<file path="config.mk">
export PLATFORM = sky130hd
export DESIGN_NAME = bidirectional_shift_reg_flat
export DESIGN_NICKNAME = d
export VERILOG_FILES = /design/src/rtl/bidirectional_shift_reg_pkg.sv /design/src/rtl/bidirectional_shift_reg_if.sv /design/src/rtl/bidirectional_shift_reg_sat_counter.sv /design/src/rtl/bidirectional_shift_reg.sv /design/src/flat_wrapper.sv
export SDC_FILE = /design/constraint.sdc
export NUM_CORES = 1
export LEC_CHECK = 0
export ABC_AREA = 1
export CELL_PAD_IN_SITES_DETAIL_PLACEMENT = 1
export CELL_PAD_IN_SITES_GLOBAL_PLACEMENT = 1
export CORE_AREA = 4 4 41 43
export DETAILED_ROUTE_END_ITERATION = 10
export DIE_AREA = 0 0 45 47
export GPL_ROUTABILITY_DRIVEN = 0
export GPL_TIMING_DRIVEN = 0
export PLACE_DENSITY_LB_ADDON = 0.2
export SYNTH_ARGS = -nofsm -noshare
export SYNTH_HDL_FRONTEND = slang
export SYNTH_HIERARCHICAL = 1
export SYNTH_SLANG_ARGS = --single-unit
</file>
<file path="constraint.sdc">
create_clock -name clk -period 1.03 [get_ports clk]
set_input_delay 0.1545 -clock clk [delete_from_list [all_inputs] [get_ports clk]]
set_output_delay 0.1545 -clock clk [all_outputs]
set_load 0.005 [all_outputs]
</file>
<file path="src/rtl/bidirectional_shift_reg_pkg.sv">
`default_nettype none
// ============================================================================
// Module   : bidirectional_shift_reg_pkg
// Purpose  : Shared constants and helpers for the bidirectional shift
//            register slice: shift-direction encodings, default stage count
//            and the fill-counter width calculation.
// Ports    : none (package)
// Revision : 1.0 - initial release
// ============================================================================
package bidirectional_shift_reg_pkg;

  // Shift-direction encodings for the SHIFT_LEFT parameter of the top.
  // These carry a DIR_ infix so they never collide with the parameter name.
  localparam int SHIFT_DIR_RIGHT = 0;
  localparam int SHIFT_DIR_LEFT  = 1;

  // Default number of stages.
  localparam int DEFAULT_WIDTH = 4;

  // Legal stage-count range.
  localparam int MIN_WIDTH = 2;
  localparam int MAX_WIDTH = 64;

  // Bits needed to hold a count from 0 up to and including n.
  function automatic int cnt_width(input int n);
    return $clog2(n + 1);
  endfunction

endpackage : bidirectional_shift_reg_pkg
`default_nettype wire

</file>
<file path="src/rtl/bidirectional_shift_reg_if.sv">
`default_nettype none
// ============================================================================
// Module   : bidirectional_shift_reg_if
// Purpose  : Serial/parallel bus of the shift register.
// Ports    : s_in   - serial data in (driven by the master)
//            out    - serial data out from the end stage
//            q      - parallel view of the stages, bit 0 = LSB
//            filled - high once WIDTH shifts completed since reset
//            Modport master: the block feeding s_in and observing outputs.
//            Modport slave : the shift register itself.
// Revision : 1.0 - initial release
// ============================================================================
interface bidirectional_shift_reg_if
  import bidirectional_shift_reg_pkg::*;
#(
  parameter int WIDTH = DEFAULT_WIDTH
) ();

  logic             s_in;
  logic             out;
  logic [WIDTH-1:0] q;
  logic             filled;

  modport master (
    output s_in,
    input  out,
    input  q,
    input  filled
  );

  modport slave (
    input  s_in,
    output out,
    output q,
    output filled
  );

endinterface : bidirectional_shift_reg_if
`default_nettype wire

</file>
<file path="src/rtl/bidirectional_shift_reg_sat_counter.sv">
`default_nettype none
// ============================================================================
// Module   : sat_counter
// Purpose  : Saturating up-counter with synchronous clear. Counts up by one
//            on each enabled edge and holds at MAX; it never wraps. Clear
//            has priority over increment.
// Ports    : clk     - clock, rising edge
//            clr_i   - synchronous clear, active high
//            inc_i   - increment request
//            count_o - current count, 0..MAX
// Revision : 1.0 - initial release
// ============================================================================
module sat_counter
  import bidirectional_shift_reg_pkg::*;
#(
  parameter int MAX = DEFAULT_WIDTH,
  parameter int CW  = cnt_width(MAX)
) (
  input  wire logic          clk,
  input  wire logic          clr_i,
  input  wire logic          inc_i,
  output logic [CW-1:0]      count_o
);

  localparam logic [CW-1:0] MAX_C = CW'(MAX);

  // Elaboration guards: a zero ceiling or a too-narrow count is meaningless.
  generate
    if (MAX < 1) begin : g_bad_max
      $fatal(1, "sat_counter: MAX must be at least 1");
    end
    if (CW < cnt_width(MAX)) begin : g_bad_cw
      $fatal(1, "sat_counter: CW too narrow to hold MAX");
    end
  endgenerate

  logic [CW-1:0] count_q;
  logic [CW-1:0] count_d;

  always_comb begin
    count_d = count_q;
    if (clr_i) begin
      count_d = '0;
    end else if (inc_i && (count_q != MAX_C)) begin
      count_d = count_q + CW'(1);
    end
  end

  always_ff @(posedge clk) begin
    count_q <= count_d;
  end

  assign count_o = count_q;

endmodule : sat_counter
`default_nettype wire

</file>
<file path="src/rtl/bidirectional_shift_reg.sv">
`default_nettype none
// ============================================================================
// Module   : bidirectional_shift_reg
// Purpose  : Free-running WIDTH-stage serial shift register with compile-time
//            direction. Every rising edge (reset low) one bit enters from
//            s_in and the bit at the far end is presented on out, forming a
//            fixed serial delay line. Parallel contents and a fill flag are
//            exported for observation.
// Ports    : clk    - sole clock, rising edge
//            reset  - synchronous, active-high; clears contents and fill count
//            bus    - slave modport: s_in in; out, q, filled out
// Params   : WIDTH      - stage count, 2..64
//            SHIFT_LEFT - 0: s_in enters MSB, out = LSB
//                         1: s_in enters LSB, out = MSB
// Revision : 1.0 - initial release
// ============================================================================
module bidirectional_shift_reg
  import bidirectional_shift_reg_pkg::*;
#(
  parameter int WIDTH      = DEFAULT_WIDTH,
  parameter int SHIFT_LEFT = SHIFT_DIR_RIGHT
) (
  input  wire logic                 clk,
  input  wire logic                 reset,
  bidirectional_shift_reg_if.slave  bus
);

  localparam int CNT_W = cnt_width(WIDTH);

  // Elaboration-time parameter checks.
  generate
    if (WIDTH < MIN_WIDTH) begin : g_width_too_small
      $fatal(1, "bidirectional_shift_reg: WIDTH must be at least 2");
    end
    if (WIDTH > MAX_WIDTH) begin : g_width_too_large
      $fatal(1, "bidirectional_shift_reg: WIDTH must not exceed 64");
    end
    if ((SHIFT_LEFT != SHIFT_DIR_RIGHT) && (SHIFT_LEFT != SHIFT_DIR_LEFT)) begin : g_bad_dir
      $fatal(1, "bidirectional_shift_reg: SHIFT_LEFT must be 0 or 1");
    end
  endgenerate

  logic [WIDTH-1:0] q_q;
  logic [WIDTH-1:0] q_d;
  logic             out_w;
  logic [CNT_W-1:0] fill_cnt;

  // Direction-selected next state and output tap. Only one branch exists
  // after elaboration, so q_d and out_w have a single driver.
  generate
    if (SHIFT_LEFT == SHIFT_DIR_LEFT) begin : g_left
      assign q_d   = {q_q[WIDTH-2:0], bus.s_in};
      assign out_w = q_q[WIDTH-1];
    end else begin : g_right
      assign q_d   = {bus.s_in, q_q[WIDTH-1:1]};
      assign out_w = q_q[0];
    end
  endgenerate

  // Reset wins over shifting; s_in is ignored on a reset edge.
  always_ff @(posedge clk) begin
    if (reset) begin
      q_q <= '0;
    end else begin
      q_q <= q_d;
    end
  end

  // Every non-reset edge is a shift, so the counter increments unconditionally
  // and the clear handles reset.
  sat_counter #(
    .MAX (WIDTH),
    .CW  (CNT_W)
  ) u_fill_cnt (
    .clk     (clk),
    .clr_i   (reset),
    .inc_i   (1'b1),
    .count_o (fill_cnt)
  );

  // All outputs derive from registers only; nothing from s_in reaches them
  // combinationally.
  assign bus.q      = q_q;
  assign bus.out    = out_w;
  assign bus.filled = (fill_cnt == CNT_W'(WIDTH));

endmodule : bidirectional_shift_reg
`default_nettype wire

</file>
<file path="src/flat_wrapper.sv">
// flat-port wrapper written by rule: the top's interface ports become plain ports
module bidirectional_shift_reg_flat import bidirectional_shift_reg_pkg::*;
#(
  parameter int WIDTH      = DEFAULT_WIDTH,
  parameter int SHIFT_LEFT = SHIFT_DIR_RIGHT
)
  (clk, reset, bus_s_in, bus_out, bus_q, bus_filled);
  bidirectional_shift_reg_if #(.WIDTH(WIDTH)) bus_i ();
  input  wire logic clk;
  input  wire logic reset;
  input wire logic [$bits(bus_i.s_in)-1:0] bus_s_in;
  output wire logic [$bits(bus_i.out)-1:0] bus_out;
  output wire logic [$bits(bus_i.q)-1:0] bus_q;
  output wire logic [$bits(bus_i.filled)-1:0] bus_filled;
  assign bus_i.s_in = bus_s_in;
  assign bus_out = bus_i.out;
  assign bus_q = bus_i.q;
  assign bus_filled = bus_i.filled;
  bidirectional_shift_reg #(.WIDTH(WIDTH), .SHIFT_LEFT(SHIFT_LEFT)) u_core (.clk(clk), .reset(reset), .bus(bus_i));
endmodule
</file>
### Word level (Yosys, flattened, before mapping)

Cells that the tools add are included.

* add/subtract/negate cells: 1
* equality and inequality tests: 2

Operators by type and width (count)
* adder 3 x 1 -> 3 bit, second input constant: 1
* == test 3 bit, second input constant: 1
* != test 3 bit, second input constant: 1

* flip-flop bits (word level): 7
* output and inout port bits: 6
* word-level logic and storage cells: 5
* input port bits: 3

### Depth between registers and ports, before layout

Gate-level depths: netlist (run 1).

* depth in word-level cells: 1
* depth in mapped cells: 6

### Modules after synthesis

The synthesis (run 1) kept the hierarchy.

By module, submodules not included
* sat_counter: seq. area each 60.1 um^2, times used 1, cells an instance 26, area each 168.9 um^2
* bidirectional_shift_reg: seq. area each 80.1 um^2, times used 1, cells an instance 17, area each 135.1 um^2

### Worst setup path before layout (run 1)

No wires, ideal clock.

* path kind: reg2reg
* from: register u_core.u_fill_cnt.count_q[0], in the netlist u_core/u_fill_cnt/count_o[0]
* to: register u_core.u_fill_cnt.count_q[1], in the netlist u_core/u_fill_cnt/count_o[1]
* stages on the path, launching flop included: 7
* data arrival time: 874 ps
* clock period less this slack: 989 ps
* data required time: 915 ps
* library setup time: 115 ps
* path slack: 41 ps
* path through: dfxtp_1 inv_1 ha_1 inv_1 nand3_1 nand2_1 nor2_1

* longest elaborated chain between the ends: 1
* elaborated cells between the ends (all ways): 2

RTL lines
* start, declared: line bidirectional_shift_reg_sat_counter.sv:37 `logic [CW-1:0] count_q;`
* start signal, assigned: line bidirectional_shift_reg_sat_counter.sv:50 `count_q <= count_d;`
* adder 3 x 1 -> 3 bit / != test 3 bit (equally long branches): line bidirectional_shift_reg_sat_counter.sv:45, bidirectional_shift_reg_sat_counter.sv:44

Parallel ways exist; a longest one is shown, timed or not.
A chain may end at the register's enable or synchronous reset.

### Final worst setup path (run 1)

* from: register u_core.u_fill_cnt.count_q[0], in the netlist u_core/u_fill_cnt/count_o[0]
* to: output port bus_filled

* longest elaborated chain between the ends: 1

RTL lines
* == test 3 bit: line bidirectional_shift_reg.sv:85 `assign bus.filled = (fill_cnt == CNT_W'(WIDTH));`
* end, declared: line flat_wrapper.sv:14 `output wire logic [$bits(bus_i.filled)-1:0] bus_filled;`

No other way between the ends.

==> results of run 1 <==
-- synthesized netlist by cell type --
master / count / share of area [%]
a21oi_1: 2 / 3.3
inv_1: 11 / 14
nor2_1: 9 / 11
ha_1: 2 / 8.2
conb_1: 1 / 1.2
nand2_1: 7 / 8.6
nand3_1: 2 / 3.3
dfxtp_1: 7 / 46
buf_4: 1 / 2.5
nor2_2: 1 / 2.1
-- how the worst min path moves through the flow --
stage | start | endpoint | slack, ps | cells after the start
floorplan | reset | u_core/bus.q[3] | 230 | 1
global placement | u_core/bus.q[2] | u_core/bus.q[1] | 410 | 2
detailed placement | u_core/bus.q[2] | u_core/bus.q[1] | 410 | 2
CTS | u_core/bus.q[1] | u_core/bus.q[0] | 420 | 2
global route | bus_s_in | u_core/bus.q[3] | 430 | 3
finish | u_core/bus.q[1] | u_core/bus.q[0] | 410 | 2
-- what timing repair did --
item / CTS / global route
gates resized for setup: 21 / 4
endpoints found under the setup margin: 9 / 4
pin swaps: 0 / 2
cloned: 0 / 0
hold buffers: 0 / 0
setup buffers: 0 / 1
-- where the power goes --
group          total (mW)  internal [mW]  leakage, nW  switching, mW
clock               0.241          0.147       0.0150         0.0932
sequential          0.297          0.285       0.0597         0.0117
combinational      0.0842         0.0433        0.170         0.0409
-- critical path: stages (launching register included) --
cell and delay [ps]:
dfxtp_4 350, inv_2 50, nand2_2 40, nor2_2 60, buf_2 110
-- registers in the layout, summed over array words and instances, names as in the netlist --
name,flops
u_core/bus.q,4
u_core/u_fill_cnt/count_o,3
-- final cells by class --
cell class	instances	share of cell area [%]
multi-input cells	28	32.7
flip-flops and latches	7	31.9
repair buffers	9	15.4
inverters	11	8.78
clock buffers	4	5.59
well taps	15	3.99
plain buffers	1	1.60
-- metrics by stage --
stage | TNS, ps | instance area, sq um | cells
after global placement | -378 | 418 | 70
final | 0 | 470 | 75
after global routing | -51.3 | 470 | 75
after CTS | -7.12 | 444 | 74
after detailed placement | -420 | 418 | 70
after floorplan | 0 | 319 | 47
-- placed cells by master (no fill, tap or decap) --
master           netlist  routed
inv_1                 11      10
nor2_1                 9       8
conb_1                 1       5
nand2_1                7       5
dlygate4sd2_1          0       4
clkbuf_4               0       3
dfxtp_1                7       3
clkdlybuf4s50_1        0       2
buf_2                  0       2
nand2_2                0       2
nor2_2                 1       2
buf_4                  1       2
dfxtp_2                0       2
nand3_1                2       2
dfxtp_4                0       2
clkbuf_1               0       1
inv_2                  0       1
a21oi_1                2       1
a21oi_2                0       1
ha_4                   0       1
ha_1                   2       1
-- per-layer routing --
metal | up-vias | wire [microns] | global-route usage (%)
met5 | - | 0 | 0
li1 | 152 | - | -
met1 | 116 | 263 | 6.41
met3 | 0 | 48 | 5.75
met4 | 0 | 0 | 3.51
met2 | 7 | 286 | 11.9
-- kinds of logic (layout without fill, tap and decap cells) --
| group | Yosys count | count (layout) | share of synthesized area, % |
|---|---|---|---|
| adder cells (fa/ha/maj) | 2 | 2 | 8.23 |
| buffers and inverters | 12 | 25 | 16.1 |
| other | 1 | 5 | 1.23 |
| AO/OA/AOI/OAI | 2 | 2 | 3.29 |
| flip-flops | 7 | 7 | 46.1 |
| AND/OR/NAND/NOR | 19 | 19 | 25.1 |
==> flow_metrics.py, run 1 <==
metrics = {
    "clock_tree": {
        "h-tree-depth": 1,
        "cts_root_buffer": "clkbuf_4",
        "cts_tree": "yes",
        "clk_path_buf_depth": 2,
        "cts_buffers": 3,
        "clock-sinks": 7,
        "clkTransAtPathRegs_ps": 50,
        "insertion_delay_ps": 240,
    },
    "final_layout": {
        "seqCellArea_sq_um": 150,
        "multi_input_area_sq_um": 154,
        "antenna_cells": 0,
        "fin_util_pct": 36.2,
        "drive_above_1_share_pct": 30.0,
        "num-fill-cells": 178,
        "final_nets": 66,
        "syn_to_final_growth_pct": 54.7,
    },
    "critical_path": {
        "rr_startpoint": "u_core/u_fill_cnt/count_o[0]",
        "cp.arrival_ps": 850,
        "rrSetupSlack_ps": 60,
        "setup.worst_path.end": "bus_filled",
        "start_kind": "flip-flop",
        "r2r-end": "u_core/u_fill_cnt/count_o[1]",
        "crit_start": "u_core/u_fill_cnt/count_o[0]",
        "required_ps": 880,
        "endpoint_kind": "primary output",
        "reg2reg_depth": 6,
        "critPathKind": "flip-flop to primary output",
        "worstPathMaxFanout": 4,
    },
    "timing": {
        "hold_slack_ps": 415,
        "maxSlewViolCount": 0,
        "fin_skew_ps": 0.302,
        "hold_violations": 0,
        "period_share_pct": 97.5,
        "rsz0062_at_grt": "true",
        "max_freq_ghz": 0.995,
        "period_needed_ps": 1000,
        "setup_ws_ps": 25.4,
        "setup_violations": 0,
    },
    "synthesis": {
        "yosysUniqueCellTypes": 10,
        "synth-seq-area-share_pct": 46.1,
        "avgSynthCellArea_sq_um": 7.07,
        "netlist_area_sq_um": 304,
        "yosys_warnings": 6,
        "ys_ff_latch": 7,
        "postSynthCellCount": 43,
    },
    "global_routing": {
        "grt_pass1_wl_mm": 1.04,
        "overflow": 0,
        "grt_max_degree": 6,
        "antenna_found_initial": 0,
        "grt_usage_pct": 7.21,
        "grt_pass1_vias": 280,
    },
    "route": {
        "ant_nets": 0,
        "drt_iter0_markers": 3,
        "wl_per_cell_microns": 7.97,
        "routed_via_density": 3.67,
        "via_count": 275,
        "drt_wl_total_microns": 598,
        "drcViolationCount": 0,
        "drtPass1Iterations": 2,
    },
    "floorplanning": {
        "fp.dieH_microns": 47,
        "initial_utilization_pct": 23.4,
        "die_area_sq_mm": 0.00212,
        "coreArea_sq_mm": 0.00130,
        "rows": 13,
        "die_width_microns": 45,
        "ios": 9,
    },
    "power_and_ir_drop": {
        "power_density_mw_per_mm2": 1320,
        "ir_worst_vdd_v": 0.000680,
        "leakage_nw": 0.245,
        "total_power_mw": 0.622,
    },
    "placed_design": {
        "hpwl_microns": 476,
        "post-place-ws_ps": -159,
        "portBuffers": 8,
    },
    "status": {
        "outcome": "finished clean",
    },
    "min_path": {
        "hp-class": "flip-flop to flip-flop",
    },
    "flow_run": {
        "cap_violations": 0,
    },
}
Power figures use the tool's default switching activity.
==> inputs of run 2 (changes only) <==
--- a/config.mk
+++ b/config.mk
@@ -14,6 +14,7 @@
 export GPL_ROUTABILITY_DRIVEN = 0
 export GPL_TIMING_DRIVEN = 0
 export PLACE_DENSITY_LB_ADDON = 0.2
+export SLEW_MARGIN = 10
 export SYNTH_ARGS = -nofsm -noshare
 export SYNTH_HDL_FRONTEND = slang
 export SYNTH_HIERARCHICAL = 1
==> results of run 2 <==
The final DEF is identical to that of run 1; final timing and power are the same.
==> inputs of run 3 (changes only) <==
--- a/config.mk
+++ b/config.mk
@@ -13,7 +13,7 @@
 export DIE_AREA = 0 0 45 47
 export GPL_ROUTABILITY_DRIVEN = 0
 export GPL_TIMING_DRIVEN = 0
-export PLACE_DENSITY_LB_ADDON = 0.2
+export PLACE_DENSITY_LB_ADDON = 0.1
 export SLEW_MARGIN = 10
 export SYNTH_ARGS = -nofsm -noshare
 export SYNTH_HDL_FRONTEND = slang
==> run 3 against run 2 <==
  * Sequential share of layout area rose by 1.6 points
  * Count of clock-buffer cells in the layout fell by 1
  * Global-route usage rose by 1.0 points
  * Non-clock buffer count fell by 1
  * Critical path depth did not move
  * Die area did not move
  * Utilization fell by 2.0 points
  * Clock skew rose by 6.1 ps
  * Power fell by 1.4%
  * Via count fell by 0.36%
==> flow_metrics.py, run 3 (synthesis results as in run 1) <==
metrics = {
    "floorplanning": {
        "die_width_microns": 45,
        "fp.dieH_microns": 47,
        "rows": 13,
        "initial_utilization_pct": 23.4,
        "coreArea_sq_mm": 0.00130,
        "ios": 9,
        "die_area_sq_mm": 0.00212,
    },
    "global_routing": {
        "antenna_found_initial": 0,
        "grt_max_degree": 6,
        "grt_pass1_wl_mm": 1.15,
        "grt_usage_pct": 8.23,
        "overflow": 0,
        "grt_pass1_vias": 270,
    },
    "clock_tree": {
        "clock-sinks": 7,
        "insertion_delay_ps": 250,
        "cts_root_buffer": "clkbuf_4",
        "cts_buffers": 3,
        "h-tree-depth": 1,
        "post_cts_buffers": 0,
        "clk_path_buf_depth": 2,
        "cts_tree": "yes",
        "clkTransAtPathRegs_ps": 60,
    },
    "timing": {
        "setup_violations": 0,
        "rsz0062_at_grt": "true",
        "maxSlewViolCount": 0,
        "period_needed_ps": 1010,
        "max_freq_ghz": 0.985,
        "hold_violations": 0,
        "period_share_pct": 98.5,
        "fin_skew_ps": 6.42,
    },
    "power_and_ir_drop": {
        "leakage_nw": 0.237,
        "p_clk_share_pct": 40.8,
        "ir_worst_vdd_v": 0.000667,
        "sw_frac_of_total_pct": 24.7,
        "seqPwrFrac_pct": 48.8,
        "p_int_mw": 0.461,
        "total_power_mw": 0.613,
        "power_density_mw_per_mm2": 1380,
        "p_comb_share_pct": 10.4,
        "p_switching_mw": 0.151,
    },
    "critical_path": {
        "critPathTopFamily": "flip-flops",
        "reg2reg_depth": 6,
        "worstPathMaxFanout": 5,
        "crit_start": "u_core/u_fill_cnt/count_o[0]",
        "cpPeakStageDelay_ps": 360,
        "setup.worst_path.end": "bus_filled",
        "required_ps": 880,
        "cp.depth": 4,
        "cp.arrival_ps": 860,
        "critPathKind": "flip-flop to primary output",
        "rr_startpoint": "u_core/u_fill_cnt/count_o[0]",
        "path_buf_inv": 2,
        "start_kind": "flip-flop",
        "cp_slowest_cell": "dfxtp_2",
        "r2r-end": "u_core/u_fill_cnt/count_o[1]",
        "worstPathCellList": "inv_1 > nand2_1 > nor2_2 > buf_2",
        "endpoint_kind": "primary output",
        "rrSetupSlack_ps": 30,
    },
    "route": {
        "ant_nets": 0,
        "wl_per_cell_microns": 8.08,
        "routed_via_density": 3.70,
        "drt_wl_total_microns": 598,
        "drcViolationCount": 0,
        "via_count": 274,
        "drtPass1Iterations": 4,
        "drt_iter0_markers": 3,
    },
    "final_layout": {
        "syn_to_final_growth_pct": 46.1,
        "final_nets": 65,
        "postLayoutCellArea_sq_um": 444,
        "final_cell_mix": "inv_1, nor2_1, dfxtp_2",
        "final_common_cell": "inv_1",
        "fin_util_pct": 34.1,
        "drive_above_1_share_pct": 27.1,
        "largest_register_ff_count": 4,
        "antenna_cells": 0,
    },
    "status": {
        "outcome": "finished clean",
    },
    "placed_design": {
        "dpl_cell_area_sq_um": 418,
        "portBuffers": 8,
        "hpwl_microns": 471,
    },
    "min_path": {
        "hp-class": "input pin to flip-flop",
        "worstHoldPathCells": 3,
    },
    "flow_run": {
        "cap_violations": 0,
    },
}
## run 3: cell types whose count changed in the layout (fill, tap and decap cells not counted), moves of 2 or more
cell,before,now
dlygate4sd2_1,4,2
dfxtp_2,2,7
clkdlybuf4s15_1,0,2
dfxtp_1,3,0
dfxtp_4,2,0
## run 3: per-layer routing
| layer | GRT usage (%) | up-vias | wire length [microns] |
|---|---|---|---|
| met5 | 0 | - | 0 |
| met4 | 10.5 | 0 | 10 |
| met3 | 2.30 | 2 | 33 |
| met2 | 11.3 | 5 | 284 |
| met1 | 9.13 | 119 | 269 |
| li1 | - | 148 | - |
## run 3: area by class of cell
cell class / instances / area, sq um
Clock buffer: 3 / 22.5
Tap cell: 15 / 18.8
Fill cell: 177 / 857
Sequential cell: 7 / 149
Timing Repair Buffer: 8 / 67.6
Inverter: 11 / 41.3
Buffer: 1 / 7.51
Clock inverter: 1 / 5.00
Multi-Input combinational cell: 28 / 133
## run 3: metrics by stage
step           std cells  hold slack, ps  setup TNS, ps  setup slack, ps
2_1_floorplan         47             226              0             40.9
3_3_place_gp          70             412           -301             -131
3_5_place_dp          70             417           -292             -142
4_1_cts               74             393          -6.95            -6.95
5_1_grt               74             387           -183            -75.6
6_report              74             406              0             15.2
## run 3: power groups by stage
| stage | Combinational (mW) | Clock (mW) | Sequential (mW) |
|---|---|---|---|
| 2_1_floorplan | 0.0379 | 0 | 0.301 |
| 3_3_place_gp | 0.0668 | 0 | 0.303 |
| 3_5_place_dp | 0.0671 | 0 | 0.303 |
| 4_1_cts | 0.0641 | 0.271 | 0.299 |
| 5_1_grt | 0.0771 | 0.293 | 0.302 |
| 6_report | 0.0635 | 0.250 | 0.299 |
## run 3: worst register-to-register path, delay by kind of cell (launching register included)
| kind | cells | cell delay (ps) |
|---|---|---|
| buf+inv | 2 | 100 |
| flops | 1 | 360 |
| fa+ha+maj | 1 | 280 |
| simple gates | 3 | 160 |
## run 3: worst min path at each step
stage                     from               to
2_1_floorplan            reset  u_core/bus.q[3]
3_3_place_gp   u_core/bus.q[2]  u_core/bus.q[1]
3_5_place_dp   u_core/bus.q[2]  u_core/bus.q[1]
4_1_cts               bus_s_in  u_core/bus.q[3]
5_1_grt               bus_s_in  u_core/bus.q[3]
6_report              bus_s_in  u_core/bus.q[3]
## run 3: what timing repair did
action,4_1_cts,5_1_grt
hold buffers,0,0
resized for setup,18,4
setup endpoints to repair,8,6
==> variant 1 (flow settings as in run 1) <==
Make the reset (`reset`) asynchronous in one clocked block.
--- a/src/rtl/bidirectional_shift_reg.sv
+++ b/src/rtl/bidirectional_shift_reg.sv
@@ -60,3 +60,3 @@
   // Reset wins over shifting; s_in is ignored on a reset edge.
-  always_ff @(posedge clk) begin
+  always_ff @(posedge clk or posedge reset) begin
     if (reset) begin
Function: differs if reset is asserted again (counterexample within 4 cycles, from zero or initial values and one cycle with reset high); with reset held inactive, the same outputs for 10 cycles.
==> variant 1 against run 1 <==
Cell area is the same; sequential cell count is the same; area after synthesis shrank 2.1%; setup slack lost 11 ps; power grew 4.8%; global-route usage grew 0.66 points; maximum frequency shrank 1.1%; core utilization is the same; die area is the same; wire length grew 19%.
==> variant 1: results (changes against run 1) <==
| Metric | Value |
|---|---|
| Peak supply drop | `0.863 mV (was 0.680 mV)` |
| Post-synthesis sequential area ratio | `53.8% (was 46.1%)` |
| DRC viols | `0 (unchanged)` |
| Hold Path Class | `in2async (was reg2reg)` |
| Status | `completed (unchanged)` |
| First-pass GRT wire length | `1120 microns (was 1040 microns)` |
| Worst Skew | `3.51 ps (was 0.302 ps)` |
| Post-synth top flop | `dfrtp_1 (was dfxtp_1)` |
| Detailed Place HPWL | `551 microns (was 476 microns)` |
| Placed cell count | `63 (was 70)` |
| Vias in the first global route | `285 (was 280)` |
| Ys async rst share | `57.1% (was 0%)` |
| PortBufs | `8 (unchanged)` |
| Lkg Pwr | `0.246 nW (was 0.245 nW)` |
| Fillers | `163 (was 178)` |
| Gr usage total | `7.87% (was 7.21%)` |
| Hold Buf Count CTS | `0 (unchanged)` |
| Final wirelength | `713 microns (was 598 microns)` |
| Synth Instances | `36 (was 43)` |
| Pre-CTS WS | `-150 ps (was -159 ps)` |
| Synth area leaders | `dfrtp_1 (34%), dfxtp_1 (20%), inv_1 (10%), nand2_1 (8.8%), ha_1 (8.4%) (was dfxtp_1 (46%), inv_1 (14%), nor2_1 (11%), nand2_1 (8.6%), ha_1 (8.2%))` |
| Iter 0 DRT Violations | `0 (was 3)` |
| Fin nets | `61 (was 66)` |
| ANT cells | `0 (unchanged)` |
| CTS max path bufs | `2 (unchanged)` |
| Top cells by count, synth | `inv_1 (8), nand2_1 (7), nor2_1 (5), dfrtp_1 (4), dfxtp_1 (3) (was inv_1 (11), nor2_1 (9), dfxtp_1 (7), nand2_1 (7))` |
| Placed cell area | `412 sq um (was 418 sq um)` |
| Vias per std cell | `3.94 (was 3.67)` |
| Distinct cells, synth | `11 (was 10)` |
| Routed wl met2 | `417 microns (was 286 microns)` |
| CTS clock-pin slew for the worst setup and hold paths | `60 ps` |
| First-pass DRT Iterations | `1 (was 2)` |
| Non-Filler Instances | `70 (was 75)` |
| Share of cells above drive strength 1 | `41.8% (was 30.0%)` |
| Critical R2R Launch | `u_core/u_fill_cnt/count_o[1]$_SDFFE_PP0P_ (was u_core/u_fill_cnt/count_o[0]$_SDFFE_PP0P_)` |
| H-tree depth | `1 (unchanged)` |
| Met1 wire length | `246 microns (was 263 microns)` |
| Detail Route met3 WL | `49 microns (was 48 microns)` |
| Delay of the slowest cell on the worst path | `350 ps (about the same)` |
[variant 1: cell count changes after synthesis]
cell            run 1  this run
inv_1              11         8
nor2_1              9         5
dfxtp_1             7         3
dfrtp_1             0         4
[variant 1: worst reg2reg max path: cells and delay by family (launching register included)]
kind / cells / cell delay, ps
simple gates: 3 / 210
buf+inv: 2 / 100
fa+ha+maj: 1 / 260
flops: 1 / 360
[variant 1: report_power, final]
part / internal [mW] / leakage [nW] / total [mW] / switching (mW)
Combinational: 0.0522 / 0.155 / 0.0963 / 0.0442
Clock: 0.142 / 0.0177 / 0.251 / 0.108
Sequential: 0.290 / 0.0727 / 0.304 / 0.0141
[variant 1: kinds of logic (layout without fill, tap and decap cells)]
logic type               Yosys count  after routing  share of synthesized area, %
AND/OR/NAND/NOR                   15             15                          20.6
buffers and inverters              9             24                          12.6
flip-flops                         7              7                          53.8
adder cells (fa/ha/maj)            2              2                          8.40
AO/OA/AOI/OAI                      2              2                          3.36
other                              1              5                          1.26
[variant 1: area by class of cell]
class / count / area share [%]
Timing Repair Buffer: 11 / 16.8
Buffer: 1 / 2.39
Sequential cell: 7 / 35.4
Multi-Input combinational cell: 24 / 29.3
Tap cell: 15 / 3.99
Clock inverter: 1 / 1.06
Clock buffer: 3 / 4.79
Inverter: 8 / 6.38
[variant 1: through the flow]
stage	setup TNS, ps	utilization (%)	hold WS, ps
6_report	0	36.2	114
5_1_grt	-122	36.2	114
4_1_cts	-20.7	34.8	108
3_5_place_dp	-393	31.6	367
3_3_place_gp	-237	31.6	353
2_1_floorplan	0	-	-79.4
[variant 1: worst max-delay path by stage]
stage                                                    from                                         to  slack (ps)  depth (start not counted)
floorplan           u_core/u_fill_cnt/count_o[0]$_SDFFE_PP0P_  u_core/u_fill_cnt/count_o[1]$_SDFFE_PP0P_          40                          6
global placement    u_core/u_fill_cnt/count_o[0]$_SDFFE_PP0P_                                 bus_filled        -140                          4
detailed placement  u_core/u_fill_cnt/count_o[0]$_SDFFE_PP0P_                                 bus_filled        -150                          4
CTS                 u_core/u_fill_cnt/count_o[0]$_SDFFE_PP0P_                                 bus_filled         -20                          4
global route        u_core/u_fill_cnt/count_o[0]$_SDFFE_PP0P_                                 bus_filled         -80                          4
finish              u_core/u_fill_cnt/count_o[0]$_SDFFE_PP0P_                                 bus_filled          10                          4
[variant 1: what timing repair did]
action | 4_1_cts | 5_1_grt
setup endpoints to repair | 9 | 8
gates resized for setup | 21 | 11
endpoints found under the hold margin | 0 | 0
gates cloned | 0 | 0
setup buffers | 2 | 1
pin swaps | 0 | 2
[variant 1: layer usage]
metal  vias up  global-route usage (%)
li1        135                       -
met2         7                    14.1
met4         0                       0
met1       134                    7.18
met5         -                       0
met3         0                    6.90
==> variant 2 (flow settings as in run 1) <==
Without the edit above. `DEFAULT_WIDTH`: 4 -> 5.
--- a/src/rtl/bidirectional_shift_reg_pkg.sv
+++ b/src/rtl/bidirectional_shift_reg_pkg.sv
@@ -17,3 +17,3 @@
   // Default number of stages.
-  localparam int DEFAULT_WIDTH = 4;
+  localparam int DEFAULT_WIDTH = 5;
 
Interface: changed (resized bus_q); port bits go from 9 to 10. The function was not compared with the original's and may differ.
==> variant 2 against run 1 <==
Clock power shrank 6%; via count is 1.5% lower; final cell count shrank 1.3%; area after synthesis rose by 6.2%; sequential cell count is 1 higher; power fell by 0.55%; setup slack got worse by 3.6 ps; global-route usage barely moved; combinational power down 33%; cell area is 0.53% lower; sequential power grew 13%; die area stayed put; count of clock-buffer cells in the layout fell by 1; wire length down 4.3%.
==> variant 2: results (changes against run 1) <==
| Metric | Value |
|---|---|
| TritonCTS Buffers | `3 (unchanged)` |
| CP Capture Point | `bus_filled (unchanged)` |
| Worst Reg-to-Reg Cells | `6 (unchanged)` |
| Top cells by count, synth | `nor2_1 (10), dfxtp_1 (8), inv_1 (7), nand2_1 (6) (was inv_1 (11), nor2_1 (9), dfxtp_1 (7), nand2_1 (7))` |
| Critical R2R Launch | `u_core/u_fill_cnt/count_o[1]$_SDFFE_PP0P_ (was u_core/u_fill_cnt/count_o[0]$_SDFFE_PP0P_)` |
| Lkg Pwr | `0.241 nW (was 0.245 nW)` |
| Detailed Place HPWL | `472 microns (was 476 microns)` |
| Crit Reg-Reg Endpoint | `u_core/u_fill_cnt/count_o[0]$_SDFFE_PP0P_ (was u_core/u_fill_cnt/count_o[1]$_SDFFE_PP0P_)` |
| Gr usage total | `7.22% (was 7.21%)` |
| Share of cells above drive strength 1 | `23.7% (was 30.0%)` |
| Vias per std cell | `3.66 (was 3.67)` |
| Worst skew pair latency | `240 ps (about the same)` |
| Fin nets | `66 (unchanged)` |
| Synth area leaders | `dfxtp_1 (50%), nor2_1 (12%), inv_1 (8.1%), ha_1 (7.8%), nand2_1 (7.0%) (was dfxtp_1 (46%), inv_1 (14%), nor2_1 (11%), nand2_1 (8.6%), ha_1 (8.2%))` |
| Largest fanout on the critical path | `5 (was 4)` |
| Largest register FFs | `5 (was 4)` |
| Post-synthesis sequential area ratio | `49.6% (was 46.1%)` |
| Routed WL per cell | `7.73 microns (was 7.97 microns)` |
| Largest net degree at the start of global routing | `7 (was 6)` |
| Worst Skew | `3.31 ps (was 0.302 ps)` |
| Distinct cells, synth | `13 (was 10)` |
| Peak supply drop | `0.678 mV (was 0.680 mV)` |
| Status | `completed (unchanged)` |
| Vias in the first global route | `253 (was 280)` |
| PortBufs | `9 (was 8)` |
| Post-synth top flop | `dfxtp_1 (unchanged)` |
| First-pass GRT wire length | `1050 microns (was 1040 microns)` |
| CTS clock-pin slew for the worst setup and hold paths | `50 ps (about the same)` |
| Iter 0 DRT Violations | `1 (was 3)` |
variant 2: changes by cell type in the layout (fill, tap and decap cells not counted), sizes merged:
cell and change:
inv -3, buf -1, clkbuf -1, clkinv +1
dfxtp +1, dlygate4sd2 +1, nor2 +1
variant 2: logic make-up (layout without fill, tap and decap cells):
logic type               after synthesis  in the layout  share of synthesized area [%]
adder cells (fa/ha/maj)                2              2                           7.75
AO/OA/AOI/OAI                          2              2                           3.10
buffers and inverters                 10             22                           12.8
other                                  1              5                           1.16
flip-flops                             8              8                           49.6
AND/OR/NAND/NOR                       20             20                           25.6
variant 2: worst max-delay path: stages, from the launching register on:
cell and delay (ps):
dfxtp_4 370, nand2_2 40, nor2_1 90, buf_2 110
variant 2: cell type report:
type | count | area (sq um) | area share [%]
multi-input cells | 29 | 139 | 29.7
inverters | 9 | 33.8 | 7.22
repair buffers | 9 | 73.8 | 15.8
flip-flops and latches | 8 | 173 | 36.9
plain buffers | 1 | 7.51 | 1.60
well taps | 15 | 18.8 | 4.01
clock buffers | 3 | 22.5 | 4.81
variant 2: how the worst min path moves through the flow:
stage                                           from  cells after the start  slack (ps)                          to
after detailed placement  u_core/bus.q[2]$_SDFF_PP0_                      2         410  u_core/bus.q[1]$_SDFF_PP0_
after floorplan                                reset                      1         230  u_core/bus.q[4]$_SDFF_PP0_
after global routing                        bus_s_in                      3         420  u_core/bus.q[4]$_SDFF_PP0_
final                     u_core/bus.q[1]$_SDFF_PP0_                      2         420  u_core/bus.q[0]$_SDFF_PP0_
after global placement    u_core/bus.q[1]$_SDFF_PP0_                      2         410  u_core/bus.q[0]$_SDFF_PP0_
after CTS                 u_core/bus.q[2]$_SDFF_PP0_                      2         420  u_core/bus.q[1]$_SDFF_PP0_
variant 2: repair_timing:
| item | in CTS | in global routing |
|---|---|---|
| pin swaps | 0 | 2 |
| setup buffers | 0 | 0 |
| hold buffers | 0 | 0 |
| gates cloned | 0 | 0 |
| resized for setup | 18 | 3 |
| setup endpoints to repair | 8 | 3 |
variant 2: per-layer routing:
layer	vias to the layer above	share of wire (%)	global-route usage [%]
met1	114	50	8.76
met4	0	0	5.26
li1	152	-	-
met2	5	45	9.89
met3	0	4.2	3.45
met5	-	0	0
variant 2: metrics by stage:
step                      power, mW  instance area, sq um  cells  worst slack (ps)
after floorplan               0.373                   338     47               109
after global placement        0.404                   447     71              -179
after detailed placement      0.404                   447     71              -183
after CTS                     0.635                   460     74              12.2
after global routing          0.671                   468     74             -31.2
final                         0.618                   468     74              21.8
variant 2: power by group:
part,internal (mW),leakage (nW),total [mW],switching (mW)
Clock,0.132,0.0138,0.227,0.0943
Sequential,0.322,0.0681,0.335,0.0130
Combinational,0.0291,0.159,0.0567,0.0276
Total,0.483,0.241,0.618,0.135
